$ cat config.mk
export PLATFORM = sky130hd
export DESIGN_NAME = sos_chain_ctrl
export DESIGN_NICKNAME = d
export VERILOG_FILES = /design/src/rtl/sos_chain_ctrl.sv
export SDC_FILE = /design/constraint.sdc
export NUM_CORES = 1
export LEC_CHECK = 0
export ABC_AREA = 1
export BUFFER_PORTS_ARGS = -buffer_cell sky130_fd_sc_hd__buf_2
export CORE_ASPECT_RATIO = 0.6
export CORE_UTILIZATION = 30
export DETAILED_ROUTE_END_ITERATION = 10
export SLEW_MARGIN = 20
export SYNTH_ARGS = -nofsm -noshare
export SYNTH_HDL_FRONTEND = slang
export SYNTH_SLANG_ARGS = --single-unit
$ cat constraint.sdc
create_clock -name clk_i -period 31.7 [get_ports clk_i]
set_input_delay 6.34 -clock clk_i [delete_from_list [all_inputs] [get_ports clk_i]]
set_output_delay 6.34 -clock clk_i [all_outputs]
set_load 0.1 [all_outputs]
$ cat src/rtl/sos_chain_ctrl.sv
// sos_chain_ctrl: sequencer and double-buffered coefficient store for a biquad cascade.
// On each sample_trig the sections fire in order, each advancing on its stage_done.
// A hung stage aborts the sample (timeout_err). A sample_trig that arrives mid-chain is
// dropped (overrun). Coefficient commits are deferred until the chain is idle.
// Optional feature macro: SOS_CTRL_BYPASS_EN (per-stage bypass mask, stage_bypass_o port).
module sos_chain_ctrl #(
    parameter int unsigned STAGES = 2,
    parameter int unsigned CW     = 16,
    parameter int unsigned TMO    = 64
) (
    input  logic                 clk_i,
    input  logic                 reset_i,
    input  logic                 sample_trig_i,
    output logic [STAGES-1:0]    stage_trig_o,
    input  logic [STAGES-1:0]    stage_done_i,
    input  logic                 cfg_we_i,
    input  logic [2:0]           cfg_stage_i,
    input  logic [2:0]           cfg_sel_i,
    input  logic [CW-1:0]        cfg_data_i,
    input  logic                 cfg_commit_i,
    input  logic                 cfg_clr_i,
    output logic [STAGES*CW-1:0] coef_b0_o,
    output logic [STAGES*CW-1:0] coef_b1_o,
    output logic [STAGES*CW-1:0] coef_b2_o,
    output logic [STAGES*CW-1:0] coef_a1_o,
    output logic [STAGES*CW-1:0] coef_a2_o,
    output logic [STAGES*CW-1:0] coef_gain_o,
`ifdef SOS_CTRL_BYPASS_EN
    output logic [STAGES-1:0]    stage_bypass_o,
`endif
    output logic                 busy_o,
    output logic                 sample_valid_o,
    output logic                 commit_pend_o,
    output logic                 overrun_o,
    output logic                 timeout_err_o
);

    localparam int unsigned IW  = (STAGES > 1) ? $clog2(STAGES) : 1;
    localparam int unsigned TCW = $clog2(TMO);
    localparam int unsigned NC  = 6;  // b0, b1, b2, a1, a2, gain
    localparam logic [CW-1:0] B0_RST   = CW'(1) << (CW - 2);
    localparam logic [CW-1:0] GAIN_RST = CW'(1);

    typedef enum logic [1:0] {
        S_IDLE,
        S_FIRE,
        S_WAIT
    } state_t;

    state_t            state_q;
    logic [IW-1:0]     idx_q;
    logic [TCW-1:0]    tmo_cnt_q;
    logic [STAGES-1:0] stage_trig_q;
    logic              busy_q;
    logic              sample_valid_q;
    logic              commit_pend_q;
    logic              overrun_q;
    logic              timeout_err_q;
    logic [CW-1:0]     shadow_q [STAGES][NC];
    logic [CW-1:0]     active_q [STAGES][NC];
`ifdef SOS_CTRL_BYPASS_EN
    logic [STAGES-1:0] byp_shadow_q;
    logic [STAGES-1:0] byp_active_q;
`endif

    logic              chain_busy_c;
    logic              idle_copy_c;
    logic [STAGES-1:0] start_mask_c;
    logic [STAGES-1:0] run_mask_c;
    logic              first_hit_c;
    logic [IW-1:0]     first_idx_c;
    logic              next_hit_c;
    logic [IW-1:0]     next_idx_c;
    logic              cur_done_c;
    logic              last_done_c;
    logic              tmo_hit_c;
    logic              ret_idle_c;
    logic              copy_c;

    // Stage selection (skipping bypassed stages), chain end, timeout and commit decisions
    always_comb begin
        chain_busy_c = (state_q != S_IDLE);
        idle_copy_c  = !chain_busy_c && cfg_commit_i;
`ifdef SOS_CTRL_BYPASS_EN
        run_mask_c   = byp_active_q;
        start_mask_c = idle_copy_c ? byp_shadow_q : byp_active_q;
`else
        run_mask_c   = '0;
        start_mask_c = '0;
`endif
        first_hit_c = 1'b0;
        first_idx_c = '0;
        for (int i = STAGES - 1; i >= 0; i--) begin
            if (!start_mask_c[i]) begin
                first_hit_c = 1'b1;
                first_idx_c = IW'(i);
            end
        end
        next_hit_c = 1'b0;
        next_idx_c = '0;
        for (int i = STAGES - 1; i >= 0; i--) begin
            if (i > int'(idx_q) && !run_mask_c[i]) begin
                next_hit_c = 1'b1;
                next_idx_c = IW'(i);
            end
        end
        cur_done_c  = stage_done_i[idx_q];
        last_done_c = chain_busy_c && cur_done_c && !next_hit_c;
        tmo_hit_c   = chain_busy_c && !cur_done_c && (tmo_cnt_q == TCW'(TMO - 1));
        ret_idle_c  = last_done_c || tmo_hit_c;
        copy_c      = idle_copy_c || (ret_idle_c && (commit_pend_q || cfg_commit_i));
    end

    // Sequencer FSM, coefficient store, sticky flags
    always_ff @(posedge clk_i or posedge reset_i) begin
        if (reset_i) begin
            state_q        <= S_IDLE;
            idx_q          <= '0;
            tmo_cnt_q      <= '0;
            stage_trig_q   <= '0;
            busy_q         <= 1'b0;
            sample_valid_q <= 1'b0;
            commit_pend_q  <= 1'b0;
            overrun_q      <= 1'b0;
            timeout_err_q  <= 1'b0;
            for (int s = 0; s < STAGES; s++) begin
                for (int k = 0; k < NC; k++) begin
                    shadow_q[s][k] <= (k == 0) ? B0_RST : (k == 5) ? GAIN_RST : '0;
                    active_q[s][k] <= (k == 0) ? B0_RST : (k == 5) ? GAIN_RST : '0;
                end
            end
`ifdef SOS_CTRL_BYPASS_EN
            byp_shadow_q <= '0;
            byp_active_q <= '0;
`endif
        end else begin
            stage_trig_q   <= '0;
            sample_valid_q <= 1'b0;

            case (state_q)
                S_IDLE: begin
                    if (sample_trig_i) begin
                        if (first_hit_c) begin
                            state_q      <= S_FIRE;
                            idx_q        <= first_idx_c;
                            tmo_cnt_q    <= '0;
                            stage_trig_q <= STAGES'(1) << first_idx_c;
                            busy_q       <= 1'b1;
                        end else begin
                            sample_valid_q <= 1'b1;
                        end
                    end
                end
                default: begin
                    if (cur_done_c) begin
                        if (next_hit_c) begin
                            state_q      <= S_FIRE;
                            idx_q        <= next_idx_c;
                            tmo_cnt_q    <= '0;
                            stage_trig_q <= STAGES'(1) << next_idx_c;
                        end else begin
                            state_q        <= S_IDLE;
                            busy_q         <= 1'b0;
                            sample_valid_q <= 1'b1;
                        end
                    end else if (tmo_hit_c) begin
                        state_q <= S_IDLE;
                        busy_q  <= 1'b0;
                    end else begin
                        state_q   <= S_WAIT;
                        tmo_cnt_q <= tmo_cnt_q + TCW'(1);
                    end
                end
            endcase

            if (cfg_we_i) begin
                for (int s = 0; s < STAGES; s++) begin
                    for (int k = 0; k < NC; k++) begin
                        if (int'(cfg_stage_i) == s && int'(cfg_sel_i) == k) begin
                            shadow_q[s][k] <= cfg_data_i;
                        end
                    end
`ifdef SOS_CTRL_BYPASS_EN
                    if (int'(cfg_stage_i) == s && int'(cfg_sel_i) == 6) begin
                        byp_shadow_q[s] <= cfg_data_i[0];
                    end
`endif
                end
            end

            if (copy_c) begin
                for (int s = 0; s < STAGES; s++) begin
                    for (int k = 0; k < NC; k++) begin
                        active_q[s][k] <= shadow_q[s][k];
                    end
                end
`ifdef SOS_CTRL_BYPASS_EN
                byp_active_q <= byp_shadow_q;
`endif
            end

            commit_pend_q <= ret_idle_c ? 1'b0 : (commit_pend_q | (chain_busy_c & cfg_commit_i));
            overrun_q     <= (overrun_q & ~cfg_clr_i) | (sample_trig_i & chain_busy_c);
            timeout_err_q <= (timeout_err_q & ~cfg_clr_i) | tmo_hit_c;
        end
    end

    // Flatten active coefficients onto the per-stage packed buses
    always_comb begin
        for (int s = 0; s < STAGES; s++) begin
            coef_b0_o[s*CW +: CW]   = active_q[s][0];
            coef_b1_o[s*CW +: CW]   = active_q[s][1];
            coef_b2_o[s*CW +: CW]   = active_q[s][2];
            coef_a1_o[s*CW +: CW]   = active_q[s][3];
            coef_a2_o[s*CW +: CW]   = active_q[s][4];
            coef_gain_o[s*CW +: CW] = active_q[s][5];
        end
    end

`ifdef SOS_CTRL_BYPASS_EN
    assign stage_bypass_o = byp_active_q;
`endif
    assign stage_trig_o   = stage_trig_q;
    assign busy_o         = busy_q;
    assign sample_valid_o = sample_valid_q;
    assign commit_pend_o  = commit_pend_q;
    assign overrun_o      = overrun_q;
    assign timeout_err_o  = timeout_err_q;

endmodule
==> results of run 1 <==
cells by family after synthesis:
| group | Yosys count | synth area share (%) |
|---|---|---|
| flops | 400 | 63.8 |
| fa+ha+maj | 1 | 0.0796 |
| compound gates | 203 | 6.48 |
| simple gates | 835 | 23.6 |
| buf+inv | 177 | 6.08 |
flip-flops by register name (all words and copies together) (netlist names):
name / flops
stage_trig_o: 2
state_q: 2
idx_q: 1
coef_gain_o: 32
coef_a1_o: 32
timeout_err_o: 1
overrun_o: 1
coef_b2_o: 32
tmo_cnt_q: 6
commit_pend_o: 1
shadow_q: 192
coef_a2_o: 32
sample_valid_o: 1
coef_b0_o: 32
busy_o: 1
coef_b1_o: 32
cells in the mapped netlist, types with 3 or more instances:
cell and number:
inv_1 39, nand3_1 390, buf_2 40, clkbuf_1 44, nor2_1 4, a21oi_1 4
buf_6 10, nor3_1 6, clkbuf_2 6, dfstp_2 8, buf_1 15, dfrtp_1 392
nand3_2 3, nand2_1 421, o21ai_0 198, buf_4 12, buf_8 10, nand2_2 3
stage by stage:
stage | area (um2) | hold slack, ns | util, % | cells
5_1_grt | 18600 | 0.499 | 36.2 | 2489
3_5_place_dp | 17000 | 0.474 | 33.2 | 2411
3_3_place_gp | 17000 | 0.466 | 33.2 | 2411
6_report | 18600 | 0.485 | 36.2 | 2490
4_1_cts | 18500 | 0.488 | 36.1 | 2488
2_1_floorplan | 15700 | 0.454 | - | 1616
cell type report:
| type | instances | share of cell area, % |
|---|---|---|
| tap | 693 | 4.66 |
| antenna | 1 | 0.0135 |
| multi-input combinational | 1039 | 25.7 |
| sequential | 400 | 53.9 |
| inverter | 40 | 0.848 |
| clock buffer | 55 | 6.46 |
| clock inverter | 22 | 1.68 |
| timing repair buffer | 240 | 6.73 |
worst max-delay path, stage by stage:
cell   delay [ns]
buf_2        0.13
inv_8        0.57
buf_4        0.80
buf_4        0.79
path summary, 6_finish.rpt:
| kind | from | endpoint | slack [ns] | depth (start not counted) |
|---|---|---|---|---|
| worst max-delay path | reset_i | shadow_q[187] | 23.39 | 4 |
| worst min-delay path | shadow_q[47] | coef_a1_o[31] | 0.49 | 2 |
| worst max register to register | tmo_cnt_q[0] | coef_b0_o[31] | 28.82 | 9 |
| worst min register to register | shadow_q[47] | coef_a1_o[31] | 0.49 | 2 |
| max in group clk_i | cfg_commit_i | coef_b2_o[22] | 23.41 | 6 |
| min in group asynchronous | reset_i | shadow_q[2] | 5.98 | 2 |
routing by layer:
| metal | part of all wire [%] | vias to the layer above |
|---|---|---|
| met5 | 0 | - |
| met4 | 1.3 | 0 |
| met3 | 8.2 | 57 |
| met2 | 44 | 404 |
| met1 | 46 | 6159 |
| li1 | - | 5656 |
==> metrics.md, run 1 <==
| Metric | Value |
|---|---|
| Fillers | `5211` |
| Slew Viols, Final | `0` |
| First-pass GRT wire length | `74.3 mm` |
| FMAX | `0.120 GHz` |
| Critical path capture point type | `async pin` |
| Post-CTS Setup Repair Bufs | `0` |
| Cts repair resizes | `0` |
| Drt drc | `0` |
| Area growth syn-to-layout | `18.3%` |
| CTS root buffer | `clkbuf_16` |
| IO buf count | `228` |
| Share of cells above drive strength 1 | `19.0%` |
| Path type of the worst setup path | `input port to async pin` |
| Setup ws final | `23.39 ns` |
| Setup slack after placement | `22.56 ns` |
| M1 GR Usage | `25.8%` |
| Syn avg cell area | `9.72 um2` |
| GR met3 Demand/Resource | `4.70%` |
| Distinct cells, synth | `28` |
| GR Overflow Total | `0` |
| Post-synth top area share | `62.4%` |
| Die area | `0.0533 mm2` |
| Via/cell ratio | `4.93` |
| #FFs+latches synth | `400` |
| Hold/Removal Path Class | `flip-flop to flip-flop` |
| Slew @ Worst Pin | `1.10 ns` |
| Data arrival time of the critical path | `8.84 ns` |
| Commonest non-fill, non-tap cell in the layout | `nand2_1` |
| Final worst-path cycle share | `26.2%` |
| Total Wirelength | `48.5 mm` |
| # H-tree levels | `2` |
| Gr busiest metal | `met2` |
| Synth warn | `0` |
| Reg area | `0.0100 mm2` |
| Vias in the first global route | `12100` |
| Row cnt | `64` |
| Setup-failing EPs final | `0` |
| CP startpoint kind | `input port` |
| RSZ-0062 raised after global routing | `false` |
| Post-synth EDFFs | `0` |
| I/O pins | `229` |
| GP Congestion | `0.805` |
| GRT met2 Usage | `27.9%` |
| Dpl hpwl | `28.2 mm` |
| Gr usage total | `18.1%` |
| Status | `complete, no violations` |
| Pin count of the biggest net entering global routing | `131` |
| CTS buffer count | `42` |
| Critical Path Fanout Max | `130` |
| Starting Density | `30.6%` |
| Synth area leaders | `dfrtp_1 (62%), nand3_1 (12%), nand2_1 (10%)` |
| Core ar. | `0.0513 mm2` |
| Hold Buf Count CTS | `0` |
| CTS tree | `yes` |
| Clock Tree Buf Depth | `3` |
| Final hold vios | `0` |
| Mapped Area | `0.0157 mm2` |
| Layout Nets | `1794` |
| Number of max-cap violations | `0` |
| ANT nets after route | `0` |
| Post-synthesis sequential area ratio | `63.8%` |
| Vias | `12300` |
| Async set-reset flop share out of synthesis | `100%` |
| Routed wire per std cell | `19.5 um` |
| Clk_lat worst skew | `0.54 ns` |
| Sink Count | `400` |
| Die Ht | `179 um` |
| Req. time, crit path | `32.23 ns` |
| Antenna violations before repair | `9` |
| Minimum clock period | `8.31 ns` |
| Post-synth top area cell | `dfrtp_1` |
| Skew final | `0.0264 ns` |
| Die Span X | `297 um` |
| Syn Nets | `1647` |
| Setup TNS | `0 ns` |
| Slew headroom | `26.7%` |
| Prevailing post-synth register cell | `dfrtp_1` |
| Mapped Cells | `1616` |
| Area of the multi-input gates | `0.00478 mm2` |
| TritonRoute pass-1 iters | `5` |
| Commonest non-fill, non-tap cells in the layout | `nand2_1 (414), dfrtp_1 (392), nand3_1 (390)` |
| Reg clk slew, reported paths | `0.06 ns` |
| First DRT Iteration DRCs | `1098` |
Power of run 1 is not shown: default switching activity piles up to over one toggle a cycle in this logic, so the estimate is an artifact.
==> inputs of run 2 (changes only) <==
==> constraint.sdc (replaced) <==
create_clock -name clk_i -period 7.3 [get_ports clk_i]
set_input_delay 1.46 -clock clk_i [delete_from_list [all_inputs] [get_ports clk_i]]
set_output_delay 1.46 -clock clk_i [all_outputs]
set_load 0.1 [all_outputs]
==> run 2 against run 1 <==
Die area is the same; flip-flop and latch count is the same; setup slack lost 20 ns; clock skew shrank 0.0071 ns; hold slack lost 0.0056 ns; routed wire length shrank 3.1%; sequential share of layout area grew 0.19 points; critical endpoint is now coef_b2_o[21]; largest cell class unchanged.
==> metrics.md, run 2 (synthesis results as in run 1) <==
| Metric | Value |
|---|---|
| Core ar. | `0.0513 mm2 (unchanged)` |
| RSZ-0062 raised after global routing | `false` |
| Final worst-path cycle share | `50.7%` |
| M1 GR Usage | `24.5% (-1.3 points)` |
| Post-layout util | `36.1% (-0.13 points)` |
| Path type of the worst setup path | `input port to flip-flop` |
| Clk_lat worst skew | `0.54 ns (about the same)` |
| CTS buffer count | `41 (-2.4%)` |
| Row cnt | `64 (unchanged)` |
| IO buf count | `228 (unchanged)` |
| Critical path capture point type | `flip-flop` |
| GP Congestion | `0.782 (-2.9%)` |
| Status | `complete, no violations` |
| Antenna violations before repair | `4 (-5)` |
| Via/cell ratio | `4.89 (-0.73%)` |
| Skew final | `0.0193 ns (-0.00714 ns)` |
| CTS root buffer | `clkbuf_16` |
| Commonest non-fill, non-tap cells in the layout | `nand2_1 (418), dfrtp_1 (392), nand3_1 (390)` |
| GR met3 Demand/Resource | `4.34% (-0.36 points)` |
| Gr usage total | `17.5% (-0.67 points)` |
| Setup-failing EPs final | `0 (unchanged)` |
| Final hold vios | `0 (unchanged)` |
| GRT met2 Usage | `27.2% (-0.66 points)` |
| First DRT Iteration DRCs | `1171 (+6.6%)` |
| R2R Path Start | `commit_pend_o` |
| Vias | `12200 (-0.81%)` |
| Hold/Removal Path Class | `flip-flop to flip-flop` |
| Die Span X | `297 um (unchanged)` |
| GR Overflow Total | `0 (unchanged)` |
| Routed wire per std cell | `18.9 um (-3.0%)` |
| Drt drc | `0 (unchanged)` |
| FMAX | `0.270 GHz` |
| Reg clk slew, reported paths | `0.06 ns (about the same)` |
| I/O pins | `229 (unchanged)` |
| Pin count of the biggest net entering global routing | `166 (+27%)` |
| Slew Viols, Final | `0 (unchanged)` |
| Max reg flops | `192 (unchanged)` |
| ANT nets after route | `0 (unchanged)` |
| Area growth syn-to-layout | `17.9%` |
| Critical Path Fanout Max | `72 (-45%)` |
| # H-tree levels | `2 (unchanged)` |
| Total Wirelength | `47.0 mm (-3.1%)` |
| Final instance area | `0.0185 mm2 (-0.36%)` |
| Placed Instance Area | `0.0171 mm2 (+0.14%)` |
| Slew @ Worst Pin | `1.17 ns (+0.0710 ns)` |
| Number of max-cap violations | `0 (unchanged)` |
| Source of the critical timing path | `cfg_commit_i` |
| Slew headroom | `22.0% (-4.7 points)` |
| Clock Tree Buf Depth | `3 (unchanged)` |
| Worst Hold Launch | `shadow_q[0]` |
| Data arrival time of the critical path | `4.12 ns (-4.72 ns)` |
| CTS tree | `yes` |
| Die Ht | `179 um (unchanged)` |
| Gr busiest metal | `met2` |
| Reg with most FFs | `shadow_q` |
| Cts repair resizes | `0 (unchanged)` |
| Req. time, crit path | `7.72 ns (-24.51 ns)` |
| Post-CTS Setup Repair Bufs | `0 (unchanged)` |
| Commonest non-fill, non-tap cell in the layout | `nand2_1` |
| First-pass GRT wire length | `71.7 mm (-3.6%)` |
| Hold Buf Count CTS | `0 (unchanged)` |
| Layout Nets | `1793 (-0.056%)` |
| Share of cells above drive strength 1 | `18.8% (-0.25 points)` |
| Die area | `0.0533 mm2 (unchanged)` |
| Setup TNS | `0 ns (unchanged)` |
| TritonRoute pass-1 iters | `5 (unchanged)` |
| Vias in the first global route | `11700 (-3.0%)` |
| Minimum clock period | `3.70 ns` |
| Dpl hpwl | `27.4 mm (-2.9%)` |
| Starting Density | `30.6% (unchanged)` |
| Sink Count | `400 (unchanged)` |
| CP startpoint kind | `input port` |
run 2: final cells by class:
class,count,area (um2)
diodes,2,5.00
clock inverters,20,248
well taps,693,867
multi-input cells,1039,4770
repair buffers,240,1280
clock buffers,54,1180
fillers,5131,32800
inverters,40,154
flip-flops and latches,400,10000
run 2: path summary, 6_finish.rpt:
path / endpoint / slack (ns) / cells after the start
max: coef_b2_o[21] / 3.60 / 6
min: coef_gain_o[16] / 0.48 / 2
max reg2reg: coef_b2_o[21] / 4.27 / 5
min reg2reg: coef_gain_o[16] / 0.48 / 2
max in group asynchronous: shadow_q[2] / 4.69 / 4
min in group asynchronous: shadow_q[146] / 1.14 / 2
run 2: layer usage:
layer  routed length (um)  share of wire [%]
met4                  814                1.7
met1                21800                 46
met3                 3440                7.3
met5                    0                  0
met2                20900                 45
run 2: metrics by stage:
stage	std cells	worst slack [ns]	hold WS, ns
finish	2488	3.60	0.480
global route	2486	3.43	0.503
detailed placement	2411	3.07	0.474
CTS	2485	3.66	0.489
global placement	2411	3.15	0.467
floorplan	1616	0.461	0.454
run 2: critical path: stages:
cell	delay (ns)
buf_2	0.13
or2_4	0.68
nand3_4	0.82
buf_4	0.66
nand3_1	0.17
nand2_1	0.07
Power of run 2 is left out for the same reason.
